[src/rtl/ibex_sram_pkg.sv]
// Shared types and helpers for the Ibex-to-SRAM bridge.
package ibex_sram_pkg;

  localparam int BUS_DW = 32;
  localparam int BE_W   = 4;

  typedef enum logic {
    IDLE  = 1'b0,
    WHOLD = 1'b1
  } state_e;

  // True when addr falls inside the (4 << aw)-byte window that starts at base.
  function automatic logic in_window(input logic [31:0] addr, input logic [31:0] base,
                                     input int aw);
    return (addr >> (aw + 2)) == (base >> (aw + 2));
  endfunction

endpackage

[src/rtl/ibex_sram_bridge.sv]
// Ibex req/gnt/rvalid port to split read/write SRAM port bridge with window
// decode, one-cycle write hold and sticky handshake error detection.
module ibex_sram_bridge
  import ibex_sram_pkg::*;
#(
  parameter logic [31:0] BASE_ADDR      = 32'h0000_0000,
  parameter int          MEM_ADDR_WIDTH = 16
) (
  input  logic                      CLK,
  input  logic                      RSTn,
  input  logic                      req_i,
  input  logic                      we_i,
  input  logic [BE_W-1:0]           be_i,
  input  logic [31:0]               addr_i,
  input  logic [BUS_DW-1:0]         wdata_i,
  output logic                      gnt_o,
  output logic                      rvalid_o,
  output logic [BUS_DW-1:0]         rdata_o,
  output logic                      err_o,
  output logic [MEM_ADDR_WIDTH-1:0] sram_read_addr_o,
  output logic                      sram_oe_o,
  input  logic [BUS_DW-1:0]         sram_data_out_i,
  input  logic                      sram_data_valid_i,
  output logic [MEM_ADDR_WIDTH-1:0] sram_write_addr_o,
  output logic [BUS_DW-1:0]         sram_data_in_o,
  output logic [BE_W-1:0]           sram_be_o,
  output logic                      sram_we_o,
  input  logic                      sram_wack_i,
  output logic                      protocol_err_o
);

  state_e                    r_state;
  state_e                    w_state_nxt;
  logic                      r_rd_pend;
  logic                      r_err_pend;
  logic                      r_prot_err;
  logic [MEM_ADDR_WIDTH-1:0] r_waddr;
  logic [BUS_DW-1:0]         r_wdata;
  logic [BE_W-1:0]           r_be;

  logic [MEM_ADDR_WIDTH-1:0] w_idx;
  logic                      w_in_win;
  logic                      w_gnt;
  logic                      w_rd_go;
  logic                      w_wr_go;
  logic                      w_err_go;
  logic                      w_hs_bad;

  assign w_idx    = addr_i[MEM_ADDR_WIDTH+1:2];
  assign w_in_win = in_window(addr_i, BASE_ADDR, MEM_ADDR_WIDTH);

  always_comb begin
    w_state_nxt       = r_state;
    w_gnt             = 1'b0;
    w_rd_go           = 1'b0;
    w_wr_go           = 1'b0;
    w_err_go          = 1'b0;
    sram_oe_o         = 1'b0;
    sram_we_o         = 1'b0;
    sram_be_o         = '0;
    sram_read_addr_o  = w_idx;
    sram_write_addr_o = w_idx;
    sram_data_in_o    = wdata_i;
    case (r_state)
      IDLE: begin
        w_gnt = req_i & RSTn;
        if (w_gnt) begin
          if (!w_in_win) begin
            w_err_go = 1'b1;
          end else if (we_i) begin
            sram_we_o   = 1'b1;
            sram_be_o   = be_i;
            w_wr_go     = 1'b1;
            w_state_nxt = WHOLD;
          end else begin
            sram_oe_o = 1'b1;
            w_rd_go   = 1'b1;
          end
        end
      end
      WHOLD: begin
        // The SRAM commits at the end of this cycle, so address/data come from the hold copy.
        sram_write_addr_o = r_waddr;
        sram_data_in_o    = r_wdata;
        w_state_nxt       = IDLE;
      end
      default: w_state_nxt = IDLE;
    endcase
  end

  assign w_hs_bad = (r_rd_pend && !sram_data_valid_i) ||
                    ((r_state == WHOLD) && (r_be != '0) && !sram_wack_i);

  always_ff @(posedge CLK) begin
    if (!RSTn) begin
      r_state    <= IDLE;
      r_rd_pend  <= 1'b0;
      r_err_pend <= 1'b0;
      r_prot_err <= 1'b0;
    end else begin
      r_state    <= w_state_nxt;
      r_rd_pend  <= w_rd_go;
      r_err_pend <= w_err_go;
      if (w_hs_bad) r_prot_err <= 1'b1;
    end
  end

  // Hold registers stay out of reset so a strobed write still lands correctly.
  always_ff @(posedge CLK) begin
    if (w_wr_go) begin
      r_waddr <= w_idx;
      r_wdata <= wdata_i;
      r_be    <= be_i;
    end
  end

  assign gnt_o          = w_gnt;
  assign rvalid_o       = r_rd_pend | r_err_pend | (r_state == WHOLD);
  assign err_o          = r_err_pend;
  assign rdata_o        = r_rd_pend ? sram_data_out_i : '0;
  assign protocol_err_o = r_prot_err;

endmodule
[config.mk]
export PLATFORM = sky130hd
export DESIGN_NAME = ibex_sram_bridge
export DESIGN_NICKNAME = d
export VERILOG_FILES = /design/src/rtl/ibex_sram_pkg.sv /design/src/rtl/ibex_sram_bridge.sv
export SDC_FILE = /design/constraint.sdc
export NUM_CORES = 1
export LEC_CHECK = 0
export ABC_AREA = 0
export CAP_MARGIN = 20
export CORE_AREA = 2 2 83 85
export DETAILED_ROUTE_END_ITERATION = 8
export DIE_AREA = 0 0 85 87
export DONT_BUFFER_PORTS = 1
export GPL_TIMING_DRIVEN = 1
export PLACE_DENSITY_LB_ADDON = 0.1
export SETUP_SLACK_MARGIN = 0.05
export SLEW_MARGIN = 5
export SYNTH_ARGS = -nofsm -noshare
export SYNTH_HDL_FRONTEND = slang
export SYNTH_SLANG_ARGS = --single-unit
[constraint.sdc]
create_clock -name CLK -period 5 [get_ports CLK]
set_clock_uncertainty 0.2 [all_clocks]
set_input_delay 1 -clock CLK [delete_from_list [all_inputs] [get_ports CLK]]
set_output_delay 1 -clock CLK [all_outputs]
set_load 0.05 [all_outputs]
==> results of run 1 <==
[path summary, 6_finish.rpt]
check | start | to | slack, ns | cells after the start
min reg2reg | r_be[2] | protocol_err_o | 0.56 | 3
min | r_be[2] | protocol_err_o | 0.56 | 3
max | req_i | sram_be_o[3] | 1.24 | 3
max reg2reg | r_state | r_waddr[5] | 2.27 | 4
[synth_stat cells (all sizes together)]
| cell | number | area, sq um |
|---|---|---|
| nor4 | 4 | 61.3 |
| nand4 | 1 | 6.26 |
| o31a | 1 | 8.76 |
| edfxtp | 52 | 1560 |
| mux2 | 48 | 541 |
| clkbuf | 3 | 11.3 |
| dfxtp | 4 | 80.1 |
| or3 | 1 | 6.26 |
| nor3 | 6 | 30.0 |
| nand2 | 5 | 21.3 |
| and2 | 33 | 206 |
| nor2b | 1 | 6.26 |
| and3b | 1 | 8.76 |
| nor2 | 3 | 11.3 |
| nand3 | 2 | 22.5 |
| nor3b | 1 | 7.51 |
| buf | 22 | 150 |
[flip-flops by register name, indices dropped and copies added (netlist names)]
signal and flops:
r_wdata 32, r_waddr 16, r_be 4, err_o 1, protocol_err_o 1, r_rd_pend 1
r_state 1
[kinds of logic after synthesis]
logic type      after synthesis  synth area share (%)
compound gates                1                 0.320
buf+inv                      25                  5.89
flops                        56                  59.9
mux                          48                  19.7
simple gates                 58                  14.2
[per-layer routing]
layer / vias up / global-route usage [%] / wire [um] / part of all wire, %
met5: - / 0 / 0 / 0
met4: 0 / 3.75 / 24 / 0.42
met3: 2 / 6.54 / 623 / 11
met2: 99 / 19.5 / 2680 / 47
met1: 707 / 20.2 / 2380 / 42
li1: 637 / - / - / -
[worst reg2reg max path: cells and delay by family (launching register included)]
kind / cells / cell delay, ns
AND/OR/NAND/NOR: 3 / 1.22
buffers and inverters: 1 / 0.61
flip-flops: 1 / 0.33
[final cells by class]
type | count | area (sq um)
Fill cell | 602 | 3720
Sequential cell | 56 | 1640
Clock inverter | 3 | 47.5
Tap cell | 80 | 100
Timing Repair Buffer | 4 | 30.0
Clock buffer | 5 | 68.8
Multi-Input combinational cell | 107 | 960
[through the flow]
stage	total power [mW]	hold WS, ns	utilization (%)	area [sq um]	setup slack (ns)
after floorplan	0.659	0.432	-	2740	0.342
after CTS	0.925	0.550	43.4	2850	1.24
after global routing	0.947	0.543	43.4	2850	1.20
after global placement	0.629	0.537	41.6	2730	1.26
final	0.910	0.560	43.4	2850	1.24
after detailed placement	0.628	0.563	41.6	2730	1.24
[power groups by stage]
stage               Clock [mW]  Combinational [mW]  Sequential [mW]
global placement             0               0.105            0.524
finish                   0.293               0.104            0.513
global route             0.328               0.107            0.513
CTS                      0.308               0.105            0.513
detailed placement           0               0.105            0.524
floorplan                    0               0.136            0.523
==> results.toml, run 1 <==
[outcome]
status = "complete, no violations"

[pwr]
p_sw_uw = 230
pwr-share-comb_pct = 11.5
powerDensity_nw_per_um2 = 319
seqPwrFrac_pct = 56.3
ir_drop_uv = 153
leakagePower_nw = 0.886
clkPwrFrac_pct = 32.2
swShare_pct = 25.2
p_int_uw = 680

[timing]
fmax_ghz = 0.266
slew_headroom_pct = 38.7
rsz0062_at_grt = "false"
setup_tns_ns = 0
setup_violations = 0
timing.final.crit_share_pct = 75.2
worst_pin_slew_ns = 0.914
timing_hold_violations_final = 0
timing.final.max_slew_violations = 0
min_period_ns = 3.76

[synth]
synth.yosys.seq_area_share_pct = 59.9
ys_seq_elements = 56
syn-cell-area_sq_um = 2740
avgSynthCellArea_sq_um = 14.6
synth.distinct_cells = 22
syn_nets = 294
yosysWarnings = 0
syn_inst = 188

[finish]
layout-drive-gt1-share_pct = 40.0
finalNonFillerCells = 255
fin_nets = 280
area_growth_pct = 3.97
n_antenna_cell = 0
final_common_cell = "edfxtp_1"
mostFrequentLayoutCells = "52 x edfxtp_1, 48 x mux2_2, 33 x and2_1, 5 x clkbuf_8"

[floorplanning]
pin_count = 212
initial_utilization_pct = 41.7
die_w_um = 85
die_area_sq_um = 7400
coreArea_sq_um = 6570
fp.dieH_um = 87
num_rows = 30

[clock_network]
cts_hold_buffers = 0
cts.sinks = 56
numCtsBuffers = 5
ctsResizeCount = 0
clock_latency_ns = 0.30
cts_root_buf = "clkbuf_8"
cts_tree = "built"
cts_max_path_buffers = 2
htreeDepth = 2
path_clk_slew_ns = 0.10
cts_setup_buffers = 0

[setup_path]
crit_path_start_kind = "input port"
max_stage_delay_ns = 0.78
critPathRequiredTime_ns = 3.80
cp_top_family = "simple AND/OR/NAND/NOR gates"
path_cells = "and3b_1 -> nand2_2 -> nor3_2"
criticalPathCategory = "in -> out"
worst_path_max_delay_cell = "nor3_2"
cp_max_fo = 6
crit_buf_inv = 0
critPathCaptureType = "output pin"
crit_arrival_ns = 2.56

[detailed_routing]
first_iter_violations = 38
drcViolationCount = 0
routed_wl_mm = 5.71
num_vias = 1445
ant_nets = 0
drt-pass1-iter-count = 4
wl_per_cell_um = 22.4
via_per_inst = 5.67

[grt]
antenna_found_initial = 0
gr-usage-all-layers_pct = 14.2
grt_max_degree = 53
grt_pass1_wl_mm = 8.06
overflow = 0
grt_pass1_vias = 1453

[hold_path]
worstHoldPathType = "reg -> reg"

[placement]
gp_congestion = 0.726
place_inst = 247
portBuffers = 0
dp.final_hpwl_mm = 4.41

[job]
maxCapViolations = 0
No activity file was read; power rests on OpenSTA's default activity.
==> run 2, diff against run 1 <==
- clock period: 5 -> 3.25 ns (I/O delays scaled with it)
==> run 2 against run 1 <==
Effect of this change: via count up 0.76%; largest power group unchanged; cell count up 2.0%; die area unchanged; register-to-register slack worse by 1.1 ns; sequential power up 54%; non-clock buffer count up 6.
==> results.toml, run 2 (synthesized netlist as in run 1, its figures left out) <==
[setup_path]
criticalPathCategory = "in -> out"
crit_path_start_kind = "input port"
r2r_slack_ns = 1.18
crit_arrival_ns = 1.69
critPathRequiredTime_ns = 2.40
max_stage_delay_ns = 0.38
critPathCaptureType = "output pin"
cp_max_fo = 6
path_cells = "nor4_2 -> nand2_2 -> nor3_1 -> buf_4"
worst_path_max_delay_cell = "nor4_2"

[detailed_routing]
num_vias = 1456
drcViolationCount = 0
routed_wl_mm = 5.31
wl_per_cell_um = 20.4
ant_nets = 0
drt-pass1-iter-count = 4
via_per_inst = 5.60
first_iter_violations = 54

[finish]
mostFrequentLayoutCells = "52 x edfxtp_1, 48 x mux2_2, 33 x and2_1, 10 x buf_4, 6 x nor3_1"
ff_latch_area_sq_um = 1640
fill_cells = 583
multi_input_area_sq_um = 945
area_growth_pct = 3.65
finalNonFillerCells = 260
final_common_cell = "edfxtp_1"
largest_register_ffs = 32
largest-register = "r_wdata"
n_antenna_cell = 0
reg.largest.list = "r_wdata: 32 flops, r_waddr: 16 flops, r_be: 4 flops"
layout-drive-gt1-share_pct = 39.4
fin_nets = 286

[floorplanning]
num_rows = 30
die_area_sq_um = 7400
pin_count = 212
die_w_um = 85
initial_utilization_pct = 41.7
fp.dieH_um = 87
coreArea_sq_um = 6570

[placement]
portBuffers = 0
dp_slack_ns = 0.647
place_inst = 253
dp.final_hpwl_mm = 4.23
gp_congestion = 0.660

[timing]
min_period_ns = 2.54
slew_headroom_pct = 55.0
finalWorstSetupSlack_ns = 0.708
worst_pin_slew_ns = 0.674
setup_violations = 0
timing.final.max_slew_violations = 0
fmax_ghz = 0.393
rsz0062_at_grt = "false"
setup_tns_ns = 0
timing.final.crit_share_pct = 78.2
timing_hold_violations_final = 0

[outcome]
status = "complete, no violations"

[grt]
overflow = 0
grt_pass1_wl_mm = 7.39
antenna_found_initial = 0
grt_pass1_vias = 1468
grt_max_degree = 35
gr-usage-all-layers_pct = 13.0

[pwr]
leakagePower_nw = 0.901
ir_drop_uv = 227
powerDensity_nw_per_um2 = 455

[job]
maxCapViolations = 0

[clock_network]
cts_tree = "built"
cts_hold_buffers = 0
ctsResizeCount = 0
clock_latency_ns = 0.29
numCtsBuffers = 5
htreeDepth = 2
cts.sinks = 56
path_clk_slew_ns = 0.09
cts_root_buf = "clkbuf_8"
cts_max_path_buffers = 2
cts_setup_buffers = 0

[hold_path]
worstHoldPathType = "in -> reg"
run 2: cell types whose count changed in the layout (fill, tap and decap cells not counted), sizes merged:
cell / previous run / this run
clkinv: 2 / 1
bufinv: 1 / 0
buf: 4 / 10
clkbuf: 5 / 6
run 2: metal layers:
layer	wire [um]	up-vias	track usage, %
li1	-	651	-
met2	2720	101	21.2
met5	0	-	0
met1	2060	702	16.5
met3	513	2	4.83
met4	19	0	3.46
run 2: cell type report:
class	count	share of cell area, %
clock buffer	6	2.56
multi-input combinational	107	33.3
tap	80	3.52
sequential	56	57.8
clock inverter	1	0.176
timing repair buffer	10	2.64
run 2: worst max-delay path, delay by kind of cell:
family,cells,cell delay (ns)
and+or+nand+nor,3,0.79
buffers and inverters,1,0.25
run 2: metrics by stage:
stage	util, %	total power [mW]	hold WS (ns)	cell area, sq um
6_report	43.2	1.29	0.226	2840
5_1_grt	43.2	1.34	0.197	2840
4_1_cts	43.2	1.31	0.208	2840
3_5_place_dp	42.1	0.967	0.532	2760
3_3_place_gp	42.1	0.968	0.509	2760
2_1_floorplan	-	1.01	0.432	2750
run 2: path summary, 6_finish.rpt:
kind	startpoint	to	cells past startpoint
worst max-delay path	addr_i[26]	sram_be_o[1]	4
worst min-delay path	we_i	r_rd_pend	1
worst max register to register	r_state	r_waddr[1]	4
worst min register to register	r_be[3]	protocol_err_o	3
run 2: report_power, final:
part	internal [mW]	switching, mW	leakage, nW
Combinational	0.0291	0.132	0.359
Clock	0.147	0.195	0.0410
Sequential	0.786	0.00273	0.500
Total	0.962	0.330	0.901
